<file path="config.mk">
export PLATFORM = sky130hd
export DESIGN_NAME = zorro2_autoconfig_master
export DESIGN_NICKNAME = d
export VERILOG_FILES = /design/src/rtl/gottagofast_pkg.sv /design/src/rtl/zorro2_bus_cycle.sv /design/src/rtl/zorro2_autoconfig_master.sv
export SDC_FILE = /design/constraint.sdc
export NUM_CORES = 1
export LEC_CHECK = 0
export CAP_MARGIN = 10
export CORE_MARGIN = 4
export CORE_UTILIZATION = 40
export DETAILED_ROUTE_END_ITERATION = 8
export GPL_ROUTABILITY_DRIVEN = 1
export PLACE_DENSITY = 0.67
export REMOVE_ABC_BUFFERS = 1
export SYNTH_ARGS = -nofsm -noshare
export SYNTH_HDL_FRONTEND = slang
export SYNTH_SLANG_ARGS = --single-unit
</file>
<file path="constraint.sdc">
create_clock -name CLK -period 3.09 [get_ports CLK]
set_input_delay 0.309 -clock CLK [delete_from_list [all_inputs] [get_ports CLK]]
set_output_delay 0.309 -clock CLK [all_outputs]
set_load 0.05 [all_outputs]
</file>
<file path="src/rtl/gottagofast_pkg.sv">
// Shared constants for the Zorro II autoconfig master: register offsets, size codes and FSM states.
// ID_CAPTURE_EN adds the RD_ID state and the product/manufacturer ID offset table.
package gottagofast_pkg;

  // A23:9 of the autoconfig space at $E80000
  localparam logic [14:0] CFG_SPACE_HI = 15'h7400;

  localparam logic [7:0] REG_TYPE    = 8'h00;
  localparam logic [7:0] REG_SIZE    = 8'h01;
  localparam logic [7:0] REG_BASE_HI = 8'h24;
  localparam logic [7:0] REG_BASE_LO = 8'h25;
  localparam logic [7:0] REG_SHUTUP  = 8'h26;

  localparam logic [2:0] SZ_8M = 3'b000;
  localparam logic [2:0] SZ_4M = 3'b111;
  localparam logic [2:0] SZ_2M = 3'b110;
  localparam logic [2:0] SZ_1M = 3'b101;

  localparam logic [1:0] ER_TYPE_ZORRO2 = 2'b11;
  localparam logic [3:0] ALLOC_FIRST    = 4'd2;
  localparam logic [4:0] ALLOC_END      = 5'd10;
  localparam logic [4:0] PROBE_LIMIT    = 5'd16;

  typedef enum logic [3:0] {
    ST_IDLE,
    ST_RD_TYPE,
    ST_RD_SIZE,
`ifdef ID_CAPTURE_EN
    ST_RD_ID,
`endif
    ST_ALLOC,
    ST_WR_BASE_LO,
    ST_WR_BASE_HI,
    ST_WR_SHUTUP,
    ST_FINISH
  } state_t;

  typedef enum logic [1:0] {
    BC_IDLE,
    BC_SETUP,
    BC_STROBE,
    BC_GAP
  } bc_state_t;

  // Size in 1 MB units; zero marks a code this master cannot place.
  function automatic logic [3:0] size_mb(input logic [2:0] code);
    case (code)
      SZ_8M:   size_mb = 4'd8;
      SZ_4M:   size_mb = 4'd4;
      SZ_2M:   size_mb = 4'd2;
      SZ_1M:   size_mb = 4'd1;
      default: size_mb = 4'd0;
    endcase
  endfunction

`ifdef ID_CAPTURE_EN
  function automatic logic [7:0] id_reg(input logic [2:0] idx);
    case (idx)
      3'd0:    id_reg = 8'h02;
      3'd1:    id_reg = 8'h03;
      3'd2:    id_reg = 8'h08;
      3'd3:    id_reg = 8'h09;
      3'd4:    id_reg = 8'h0A;
      default: id_reg = 8'h0B;
    endcase
  endfunction
`endif

endpackage

</file>
<file path="src/rtl/zorro2_bus_cycle.sv">
// Single Zorro II access engine: setup, strobe until DTACKn or timeout, one idle cycle, then ack.
module zorro2_bus_cycle
  import gottagofast_pkg::*;
#(
  parameter int TIMEOUT = 16
) (
  input  logic        CLK,
  input  logic        RESETn,
  input  logic        req,
  input  logic        we,
  input  logic [22:0] addr,
  input  logic [3:0]  wdata,
  output logic        ack,
  output logic        timeout,
  output logic [3:0]  rdata,
  output logic [22:0] ADDR,
  output logic        RWn,
  output logic        ASn,
  output logic        UDSn,
  output logic [3:0]  DBUS_OUT,
  output logic        DBUS_OE,
  input  logic [3:0]  DBUS_IN,
  input  logic        DTACKn
);

  localparam int CW = $clog2(TIMEOUT + 1);
  localparam logic [CW-1:0] TMAX = CW'(TIMEOUT - 1);

  bc_state_t bc_state, bc_next;
  logic [22:0]   addr_q;
  logic          we_q;
  logic [3:0]    wdata_q;
  logic [3:0]    rdata_q;
  logic [CW-1:0] tcnt;
  logic          tout_q;

  always_ff @(posedge CLK or negedge RESETn) begin
    if (!RESETn) bc_state <= BC_IDLE;
    else         bc_state <= bc_next;
  end

  always_comb begin
    bc_next = bc_state;
    case (bc_state)
      BC_IDLE:   if (req) bc_next = BC_SETUP;
      BC_SETUP:  bc_next = BC_STROBE;
      BC_STROBE: if (!DTACKn || tcnt == TMAX) bc_next = BC_GAP;
      BC_GAP:    bc_next = BC_IDLE;
      default:   bc_next = BC_IDLE;
    endcase
  end

  always_ff @(posedge CLK or negedge RESETn) begin
    if (!RESETn) begin
      addr_q  <= '0;
      we_q    <= 1'b0;
      wdata_q <= '0;
      rdata_q <= '0;
      tcnt    <= '0;
      tout_q  <= 1'b0;
    end else begin
      if (bc_state == BC_IDLE && req) begin
        addr_q  <= addr;
        we_q    <= we;
        wdata_q <= wdata;
        tout_q  <= 1'b0;
      end
      if (bc_state == BC_SETUP) begin
        tcnt <= '0;
      end else if (bc_state == BC_STROBE) begin
        tcnt <= tcnt + CW'(1);
        if (!DTACKn)           rdata_q <= DBUS_IN;
        else if (tcnt == TMAX) tout_q  <= 1'b1;
      end
    end
  end

  // Strobes and write drivers come straight from the state so reset releases the bus at once.
  always_comb begin
    ASn     = 1'b1;
    UDSn    = 1'b1;
    RWn     = 1'b1;
    DBUS_OE = 1'b0;
    ack     = 1'b0;
    case (bc_state)
      BC_SETUP: begin
        RWn     = !we_q;
        DBUS_OE = we_q;
      end
      BC_STROBE: begin
        RWn     = !we_q;
        DBUS_OE = we_q;
        ASn     = 1'b0;
        UDSn    = 1'b0;
      end
      BC_GAP:  ack = 1'b1;
      default: ;
    endcase
  end

  assign ADDR     = addr_q;
  assign DBUS_OUT = wdata_q;
  assign rdata    = rdata_q;
  assign timeout  = tout_q;

endmodule

</file>
<file path="src/rtl/zorro2_autoconfig_master.sv">
// Zorro II autoconfig master: probes the slot chain, allocates 1 MB-aligned bases in $200000-$9FFFFF.
// Define ID_CAPTURE_EN to also read and present each board's product and manufacturer IDs.
module zorro2_autoconfig_master
  import gottagofast_pkg::*;
#(
  parameter int TIMEOUT = 16
) (
  input  logic        CLK,
  input  logic        RESETn,
  input  logic        START,
  output logic        BUSY,
  output logic        DONE,
  output logic        ERR,
  output logic [22:0] ADDR,
  output logic        RWn,
  output logic        ASn,
  output logic        UDSn,
  output logic        LDSn,
  input  logic [3:0]  DBUS_IN,
  output logic [3:0]  DBUS_OUT,
  output logic        DBUS_OE,
  input  logic        DTACKn,
  output logic        CFGOUTn,
  output logic [3:0]  BOARD_COUNT,
  output logic [3:0]  LAST_BASE,
  output logic [3:0]  NEXT_FREE,
  output logic [7:0]  PROD_ID,
  output logic [15:0] MFG_ID
);

  state_t state, state_next;

  logic       req, we, ack, tout;
  logic [7:0] reg_off;
  logic [3:0] wdata, rdata;

  logic [3:0] next_free, board_count, last_base, size_q, base_q;
  logic [4:0] probe_cnt;
  logic       err_q;

  logic [3:0] size_dec, off_up, base_calc;
  logic [4:0] alloc_end;
  logic       alloc_fits, type_bad, last_probe;

  zorro2_bus_cycle #(.TIMEOUT(TIMEOUT)) u_bus (
    .CLK      (CLK),
    .RESETn   (RESETn),
    .req      (req),
    .we       (we),
    .addr     ({CFG_SPACE_HI, reg_off}),
    .wdata    (wdata),
    .ack      (ack),
    .timeout  (tout),
    .rdata    (rdata),
    .ADDR     (ADDR),
    .RWn      (RWn),
    .ASn      (ASn),
    .UDSn     (UDSn),
    .DBUS_OUT (DBUS_OUT),
    .DBUS_OE  (DBUS_OE),
    .DBUS_IN  (DBUS_IN),
    .DTACKn   (DTACKn)
  );

  // Sizes are powers of two, so rounding up the offset is an add-then-mask.
  assign size_dec   = size_mb(rdata[2:0]);
  assign off_up     = (next_free - ALLOC_FIRST) + (size_q - 4'd1);
  assign base_calc  = ALLOC_FIRST + (off_up & ~(size_q - 4'd1));
  assign alloc_end  = {1'b0, base_calc} + {1'b0, size_q};
  assign alloc_fits = (alloc_end <= ALLOC_END);
  assign type_bad   = (rdata[3:2] != ER_TYPE_ZORRO2);
  assign last_probe = (probe_cnt == PROBE_LIMIT - 5'd1);

`ifdef ID_CAPTURE_EN
  logic [2:0]  id_idx;
  logic [7:0]  prod_q;
  logic [15:0] mfg_q;
`endif

  always_ff @(posedge CLK or negedge RESETn) begin
    if (!RESETn) state <= ST_IDLE;
    else         state <= state_next;
  end

  always_comb begin
    state_next = state;
    case (state)
      ST_IDLE:    if (START) state_next = ST_RD_TYPE;
      ST_RD_TYPE: if (ack) state_next = (tout || type_bad) ? ST_FINISH : ST_RD_SIZE;
      ST_RD_SIZE: if (ack) begin
        if (tout)                  state_next = ST_FINISH;
`ifdef ID_CAPTURE_EN
        else                       state_next = ST_RD_ID;
      end
      ST_RD_ID: if (ack) begin
        if (tout)                  state_next = ST_FINISH;
        else if (id_idx == 3'd5)   state_next = (size_q == 4'd0) ? ST_WR_SHUTUP : ST_ALLOC;
`else
        else if (size_dec == 4'd0) state_next = ST_WR_SHUTUP;
        else                       state_next = ST_ALLOC;
`endif
      end
      ST_ALLOC:      state_next = alloc_fits ? ST_WR_BASE_LO : ST_WR_SHUTUP;
      ST_WR_BASE_LO: if (ack) state_next = tout ? ST_FINISH : ST_WR_BASE_HI;
      ST_WR_BASE_HI,
      ST_WR_SHUTUP:  if (ack) state_next = (tout || last_probe) ? ST_FINISH : ST_RD_TYPE;
      ST_FINISH:     state_next = ST_IDLE;
      default:       state_next = ST_IDLE;
    endcase
  end

  always_comb begin
    req     = 1'b0;
    we      = 1'b0;
    reg_off = REG_TYPE;
    wdata   = 4'd0;
    BUSY    = 1'b1;
    DONE    = 1'b0;
    case (state)
      ST_IDLE:    BUSY = 1'b0;
      ST_RD_TYPE: req  = 1'b1;
      ST_RD_SIZE: begin
        req     = 1'b1;
        reg_off = REG_SIZE;
      end
`ifdef ID_CAPTURE_EN
      ST_RD_ID: begin
        req     = 1'b1;
        reg_off = id_reg(id_idx);
      end
`endif
      ST_WR_BASE_LO: begin
        req     = 1'b1;
        we      = 1'b1;
        reg_off = REG_BASE_LO;
      end
      ST_WR_BASE_HI: begin
        req     = 1'b1;
        we      = 1'b1;
        reg_off = REG_BASE_HI;
        wdata   = base_q;
      end
      ST_WR_SHUTUP: begin
        req     = 1'b1;
        we      = 1'b1;
        reg_off = REG_SHUTUP;
      end
      ST_FINISH: begin
        BUSY = 1'b0;
        DONE = 1'b1;
      end
      default: ;
    endcase
  end

  always_ff @(posedge CLK or negedge RESETn) begin
    if (!RESETn) begin
      next_free   <= ALLOC_FIRST;
      board_count <= 4'd0;
      last_base   <= 4'd0;
      size_q      <= 4'd0;
      base_q      <= 4'd0;
      probe_cnt   <= 5'd0;
      err_q       <= 1'b0;
    end else begin
      case (state)
        ST_IDLE: if (START) begin
          next_free   <= ALLOC_FIRST;
          board_count <= 4'd0;
          probe_cnt   <= 5'd0;
          err_q       <= 1'b0;
        end
        ST_RD_TYPE: if (ack && !tout && type_bad) err_q <= 1'b1;
        ST_RD_SIZE: if (ack) begin
          size_q <= size_dec;
          if (tout) err_q <= 1'b1;
        end
`ifdef ID_CAPTURE_EN
        ST_RD_ID: if (ack && tout) err_q <= 1'b1;
`endif
        ST_ALLOC:      base_q <= base_calc;
        ST_WR_BASE_LO: if (ack && tout) err_q <= 1'b1;
        ST_WR_BASE_HI: if (ack) begin
          if (tout) begin
            err_q <= 1'b1;
          end else begin
            last_base   <= base_q;
            next_free   <= base_q + size_q;
            board_count <= board_count + 4'd1;
            probe_cnt   <= probe_cnt + 5'd1;
            if (last_probe) err_q <= 1'b1;
          end
        end
        ST_WR_SHUTUP: if (ack) begin
          if (tout) begin
            err_q <= 1'b1;
          end else begin
            probe_cnt <= probe_cnt + 5'd1;
            if (last_probe) err_q <= 1'b1;
          end
        end
        default: ;
      endcase
    end
  end

`ifdef ID_CAPTURE_EN
  // ID nibbles arrive most-significant first and are stored inverted on the board.
  always_ff @(posedge CLK or negedge RESETn) begin
    if (!RESETn) begin
      id_idx <= 3'd0;
      prod_q <= 8'd0;
      mfg_q  <= 16'd0;
    end else if (state == ST_RD_SIZE) begin
      id_idx <= 3'd0;
    end else if (state == ST_RD_ID && ack && !tout) begin
      id_idx <= id_idx + 3'd1;
      if (id_idx < 3'd2) prod_q <= {prod_q[3:0], ~rdata};
      else               mfg_q  <= {mfg_q[11:0], ~rdata};
    end
  end
  assign PROD_ID = prod_q;
  assign MFG_ID  = mfg_q;
`else
  assign PROD_ID = 8'd0;
  assign MFG_ID  = 16'd0;
`endif

  assign ERR         = err_q;
  assign LDSn        = 1'b1;
  assign CFGOUTn     = !BUSY;
  assign BOARD_COUNT = board_count;
  assign LAST_BASE   = last_base;
  assign NEXT_FREE   = next_free;

endmodule

</file>
==> summary.md, run 1 <==
| Metric | Value |
|---|---|
| Max Clock Freq | 315 MHz |
| Critical Path AT | 3.34 ns |
| Wire length per cell | 14.1 µm |
| # DRC | 0 |
| Unrepaired setup endpoints after global routing | yes |
| CTS tree | yes |
| GRT Residual Overflow | 0 |
| Pwr per Cell Area | 1080 nW/µm² |
| Via total after detailed routing | 2,594 |
| Seq/Total Area, Yosys | 36.1% |
| Pre-CTS setup slack | -0.332 ns |
| Starting Density | 41.2% |
| Port Buffer Count | 39 |
| Status | finished with violations |
| Leakage | 1.83 nW |
| Bufs and invs on worst path | 3 |
| Fill cell count | 769 |
| Tightest Pin Transition | 0.527 ns |
| Most frequent CP cell | ha_4 |
| IO Pins | 80 |
| Total GRT Usage | 14.6% |
| Post-synth top flop | dfrtp_1 |
| Vias per std cell | 5.06 |
| Worst Path Max Fanout | 4 |
| Top cell type's share of synthesized area | 35.3% |
| Clk sinks | 49 |
| HP Class | primary input to async pin |
| Slew headroom | 64.6% |
| DR iter-0 viols | 98 |
| Clk_lat worst skew | 0.30 ns |
| Final slew viol count | 0 |
| Syn_area_per_cell | 9.36 µm² |
| Met2 routed WL | 3530 µm |
| Largest net degree at the start of global routing | 50 |
| Ordered cell list for the critical path | inv_2, ha_4, ha_4, inv_4, ha_4, inv_2, fa_1, nor2b_1, ha_2, ha_4, and2_4, a221o_1, a32oi_1, o221ai_1 |
| Routability cong. | 0.874 |
| Peak supply drop | 0.000560 V |
| Placed wire-length estimate | 5470 µm |
| Worst EP required | 3.26 ns |
| Row cnt | 33 |
| Max-Cap Viols | 0 |
| Synth unique cells | 65 |
| Drt first pass iters | 4 |
| Layout cells sized above 1 | 15.9% |
| Reg clk slew, reported paths | 0.09 ns |
| Syn Inst Count | 363 |
| CP Class | flip-flop to flip-flop |
| Fin Clk Skew | 0.00709 ns |
| H-tree levels | 2 |
| EDFF count, synth | 0 |
| Antenna violations before repair | 0 |
| Highest Signal Layer | met4 |
| Final count of hold timing violations | 0 |
| CTS max path bufs | 2 |
| CP max stage cell | dfrtp_1 |
| CP Capture Type | flip-flop |
| Tcrit/Tclk final | 103% |
| N_diodes | 0 |
| Root buffer cell | clkbuf_8 |
| Nets | 438 |
| Core area | 8260 µm² |
| Crit start category | flip-flop |
| CP max stage delay | 0.40 ns |
| Most frequent cells in the layout | dfrtp_1 (48), conb_1 (40), clkdlybuf4s50_1 (38) |
| Seq cells post-synth | 49 |
| Final WL | 7250 µm |
| Vias in the first global route | 2,497 |
| Most common cell after layout, fill and taps aside | dfrtp_1 |
| Ys async rst share | 100% |
| Global-route wire length before repair | 11,900 µm |
| Die Wd | 100 µm |
| Yosys warning count | 0 |
| Mapped Area | 3400 µm² |
| Final setup fails | 1 |
| Violated checks | negative setup slack |
| Top Family by Delay on Critical Path | adder cells |
| Synth area leaders | dfrtp_1 (35%), buf_4 (10%), ha_1 (7.7%) |
| Cell taking the most area after synthesis | dfrtp_1 |
| Die ar. | 10,000 µm² |
| Die Ht | 100 µm |
| TritonCTS Buffers | 5 |
| Minimum clock period | 3.18 ns |
| Area Growth Syn to Fin | 16.8% |
| Met3 wire len | 329 µm |
| Setup WS post-layout | -0.0858 ns |
| ANT nets after route | 0 |
| Worst hold slack | 0.398 ns |
| Met1 WL | 3300 µm |
layout make-up:
class                      instances  area (µm²)  area share, %
sequential                        49        1230           30.9
inverter                          22        85.1           2.14
timing repair buffer              57         536           13.5
multi-input combinational        272        1900           47.9
clock buffer                       6        72.6           1.83
clock inverter                     2        15.0          0.378
tap                              105         131           3.31
where the power goes:
group | internal [mW] | switching [mW] | leakage [nW] | total, mW
sequential | 0.850 | 0.228 | 0.632 | 1.08
clock | 0.160 | 0.224 | 0.0374 | 0.384
combinational | 1.14 | 1.67 | 1.16 | 2.81
synth_stat cells (5+ instances only):
cell      count
a21oi_1      19
and2_1        5
and3_1        5
buf_2        10
buf_4        46
dfrtp_1      48
ha_1         21
inv_1        22
mux2_2       10
nand2_1      31
nand3_1       5
nand3b_1      5
nor2_1       12
nor2b_1       9
nor3_1        6
o21ai_0      20
o21ai_1       6
what timing repair did:
action,CTS,global route
setup buffers,1,2
setup endpoints to repair,1,1
pin swaps,7,5
hold buffers,0,1
gates resized for setup,14,3
hold endpoints to repair,0,9
cell families (layout without fill, tap and decap cells):
kind of cell | Yosys count | in the layout | share of synthesized area, %
adder cells (fa/ha/maj) | 23 | 23 | 8.91
AO/OA/AOI/OAI | 88 | 88 | 17.1
multiplexers | 15 | 15 | 4.97
flip-flops | 49 | 49 | 36.1
XOR/XNOR | 8 | 8 | 2.47
other | 2 | 40 | 0.221
buffers and inverters | 80 | 87 | 14.5
AND/OR/NAND/NOR | 98 | 98 | 15.7
metal layers:
| metal | vias to the layer above | global-route usage [%] |
|---|---|---|
| met2 | 65 | 24.5 |
| met4 | 0 | 3.83 |
| li1 | 1269 | - |
| met1 | 1250 | 19.4 |
| met3 | 10 | 2.71 |
| met5 | - | 0 |
flip-flops by register name (all words and copies together), names as in the netlist:
signal and cells:
u_bus.we_q 1, u_bus.tcnt 5, u_bus.rdata 4, ERR 1
NEXT_FREE 4, u_bus.timeout 1, u_bus.DBUS_OUT 4, u_bus.bc_state 2
probe_cnt 5, LAST_BASE 4, size_q 4, BOARD_COUNT 4
base_q 4, state 3, u_bus.ADDR 3
stage by stage:
stage	area (µm²)	std cells	setup TNS, ns	util [%]	power, mW
after global placement	3740	500	-0.192	45.3	3.67
after global routing	3970	513	-0.240	48.1	4.61
final	3970	513	-0.0858	48.1	4.27
after detailed placement	3740	500	-0.332	45.3	3.75
after CTS	3910	509	-0.138	47.3	4.26
after floorplan	3130	343	-0.261	-	2.93
final timing paths:
check | endpoint | slack [ns] | cells after the start | from
max | state[1]$_DFFE_PN0P_ | -0.09 | 14 | size_q[1]$_DFFE_PN0P_
min | u_bus.tcnt[2]$_DFFE_PN0N_ | 0.40 | 2 | RESETn
max reg2reg | state[1]$_DFFE_PN0P_ | -0.09 | 14 | size_q[1]$_DFFE_PN0P_
min reg2reg | probe_cnt[4]$_DFFE_PN0P_ | 0.50 | 1 | probe_cnt[4]$_DFFE_PN0P_
max in group asynchronous | NEXT_FREE[1]$_DFFE_PN1P_ | 2.13 | 3 | RESETn
min in group CLK | probe_cnt[4]$_DFFE_PN0P_ | 0.50 | 1 | probe_cnt[4]$_DFFE_PN0P_
Note: power is estimated with default switching activity, not from simulation.
==> run 2: changes to the inputs <==
--- a/config.mk
+++ b/config.mk
@@ -10,8 +10,10 @@
 export CORE_UTILIZATION = 40
 export DETAILED_ROUTE_END_ITERATION = 8
 export GPL_ROUTABILITY_DRIVEN = 1
+export GPL_TIMING_DRIVEN = 0
 export PLACE_DENSITY = 0.67
 export REMOVE_ABC_BUFFERS = 1
+export SLEW_MARGIN = 15
 export SYNTH_ARGS = -nofsm -noshare
 export SYNTH_HDL_FRONTEND = slang
 export SYNTH_SLANG_ARGS = --single-unit
==> run 2 against run 1 <==
Net effect: the run still ends with negative setup slack left; non-clock buffer count down 11; global-route usage down 0.72 points; clock power down 5.7%; sequential share of layout area up 0.70 points; total power down 2.4%; utilization down 0.97 points; sequential cell count unchanged; sequential power up 9%; register-to-register slack worse by 0.04 ns; maximum frequency down 1.4%; first-iteration DRC count up 97%.
==> summary.md, run 2 (synthesis results as in run 1) <==
| Metric | Value |
|---|---|
| Largest net degree at the start of global routing | 33 (was 50) |
| ANT nets after route | 0 (unchanged) |
| GRT Residual Overflow | 0 (unchanged) |
| Fin Clk Skew | 0.00655 ns (was 0.00709 ns) |
| Final slew viol count | 0 (unchanged) |
| Leakage | 1.77 nW (was 1.83 nW) |
| Die ar. | 10,000 µm² (unchanged) |
| CP Capture Type | flip-flop (unchanged) |
| Drt first pass iters | 4 (unchanged) |
| Layout cells sized above 1 | 14.1% (was 15.9%) |
| Most frequent cells in the layout | dfrtp_1 (46), conb_1 (40), clkdlybuf4s50_1 (38) (was dfrtp_1 (48), conb_1 (40), clkdlybuf4s50_1 (38)) |
| Tightest Pin Transition | 0.995 ns (was 0.527 ns) |
| Via total after detailed routing | 2,505 (was 2,594) |
| TritonCTS Buffers | 5 (unchanged) |
| Core area | 8260 µm² (unchanged) |
| Setup TNS | -0.135 ns (was -0.0858 ns) |
| Peak supply drop | 0.000651 V (was 0.000560 V) |
| Slew headroom | 33.6% (was 64.6%) |
| Root buffer cell | clkbuf_8 (unchanged) |
| Worst EP required | 3.24 ns (was 3.26 ns) |
| Pwr per Cell Area | 1070 nW/µm² (was 1080 nW/µm²) |
| CTS tree | yes (unchanged) |
| Core Util, Final | 47.1% (was 48.1%) |
| Most common cell after layout, fill and taps aside | dfrtp_1 (unchanged) |
| Tcrit/Tclk final | 104% (was 103%) |
| N_diodes | 0 (unchanged) |
| HP Class | primary input to async pin (unchanged) |
| Status | finished with violations (unchanged) |
| Max-Cap Viols | 0 (unchanged) |
| Largest registers | probe_cnt: 5 flops, u_bus.tcnt: 5 flops (unchanged) |
| Critical Path AT | 3.37 ns (was 3.34 ns) |
| Minimum clock period | 3.22 ns (was 3.18 ns) |
| Vias in the first global route | 2,357 (was 2,497) |
| Port Buffer Count | 39 (unchanged) |
| Finished Layout Cells | 502 (was 513) |
| Nets | 427 (was 438) |
| DR iter-0 viols | 193 (was 98) |
| CP Class | flip-flop to flip-flop (unchanged) |
| Unrepaired setup endpoints after global routing | yes (unchanged) |
| Row cnt | 33 (unchanged) |
| Clk sinks | 49 (unchanged) |
| Die Wd | 100 µm (unchanged) |
| Starting Density | 41.2% (unchanged) |
| Routability cong. | 0.798 (was 0.874) |
| Vias per std cell | 4.99 (was 5.06) |
| Clk_lat worst skew | 0.30 ns (about the same) |
| Reg clk slew, reported paths | 0.09 ns (about the same) |
| Max Clock Freq | 311 MHz (was 315 MHz) |
| Cell Area, Placed | 3670 µm² (was 3740 µm²) |
| # DRC | 0 (unchanged) |
| Wire length per cell | 13.8 µm (was 14.1 µm) |
| Final setup fails | 2 (was 1) |
| H-tree levels | 2 (unchanged) |
| Antenna violations before repair | 0 (unchanged) |
| Worst Path Max Fanout | 5 (was 4) |
| Final count of hold timing violations | 0 (unchanged) |
| Area Growth Syn to Fin | 14.4% (was 16.8%) |
| Cells after DPL | 488 (was 500) |
| Placed wire-length estimate | 5130 µm (was 5470 µm) |
| Fin area | 3890 µm² (was 3970 µm²) |
| CTS max path bufs | 2 (unchanged) |
| Violated checks | negative setup slack (unchanged) |
| Crit start category | flip-flop (unchanged) |
| Final WL | 6910 µm (was 7250 µm) |
| IO Pins | 80 (unchanged) |
| Worst hold slack | 0.478 ns (was 0.398 ns) |
| Total GRT Usage | 13.9% (was 14.6%) |
| Die Ht | 100 µm (unchanged) |
| Global-route wire length before repair | 11,400 µm (was 11,900 µm) |
| Setup WS post-layout | -0.130 ns (was -0.0858 ns) |
-- run 2: changes by cell type in the layout (fill, tap and decap cells not counted) --
cell / delta
clkinv_2: +2
nor2b_1: -1
buf_4: -11
dfrtp_2: +2
ha_2: -1
xnor2_2: -1
xnor2_1: +1
dfrtp_1: -2
clkinvlp_4: -2
ha_4: +1
nor2b_2: +1
-- run 2: area by class of cell --
cell class | count | area, µm²
clock buffers | 6 | 72.6
flip-flops and latches | 49 | 1230
repair buffers | 46 | 453
well taps | 105 | 131
fillers | 797 | 4370
inverters | 22 | 85.1
clock inverters | 2 | 10.0
multi-input cells | 272 | 1910
-- run 2: report_power, final --
part	switching [mW]	internal (mW)	total, mW
registers	0.331	0.849	1.18
logic	1.55	1.07	2.62
clock network	0.205	0.157	0.362
total	2.09	2.08	4.17
-- run 2: per-layer routing --
metal,global-route usage [%],part of all wire (%),vias to the layer above
met4,2.18,0.30,0
li1,-,-,1247
met3,2.85,4.8,2
met1,19.6,46,1199
met5,0,0,-
met2,22.5,49,57
-- run 2: final timing paths --
path / start / slack [ns] / to / cells past startpoint
max: size_q[1]$_DFFE_PN0P_ / -0.13 / state[1]$_DFFE_PN0P_ / 14
min: RESETn / 0.48 / u_bus.rdata[3]$_DFFE_PN0P_ / 2
max reg2reg: size_q[1]$_DFFE_PN0P_ / -0.13 / state[1]$_DFFE_PN0P_ / 14
min reg2reg: probe_cnt[4]$_DFFE_PN0P_ / 0.49 / probe_cnt[4]$_DFFE_PN0P_ / 1
max in group asynchronous: RESETn / 2.02 / NEXT_FREE[1]$_DFFE_PN1P_ / 3
min in group CLK: probe_cnt[4]$_DFFE_PN0P_ / 0.49 / probe_cnt[4]$_DFFE_PN0P_ / 1
-- run 2: per-stage QoR --
step | power, mW | setup slack [ns]
after floorplan | 2.93 | -0.261
after global placement | 3.53 | -0.633
after detailed placement | 3.59 | -0.673
after CTS | 4.15 | -0.175
after global routing | 4.50 | -0.257
final | 4.17 | -0.130
-- run 2: critical path: stages (launching register included) --
cell,delay [ns]
dfrtp_2,0.45
inv_2,0.08
ha_4,0.20
ha_4,0.27
inv_4,0.03
ha_4,0.14
inv_2,0.04
fa_1,0.41
nor2b_2,0.17
ha_4,0.23
ha_4,0.22
and2_4,0.16
a221o_1,0.34
a32oi_1,0.20
o221ai_1,0.13
-- run 2: timing repair --
item / in CTS / in global routing
gates cloned: 0 / 0
gates resized for setup: 18 / 1
endpoints found under the setup margin: 1 / 3
hold endpoints to repair: 17 / 0
pin swaps: 8 / 8
hold buffers: 1 / 0
setup buffers: 4 / 1
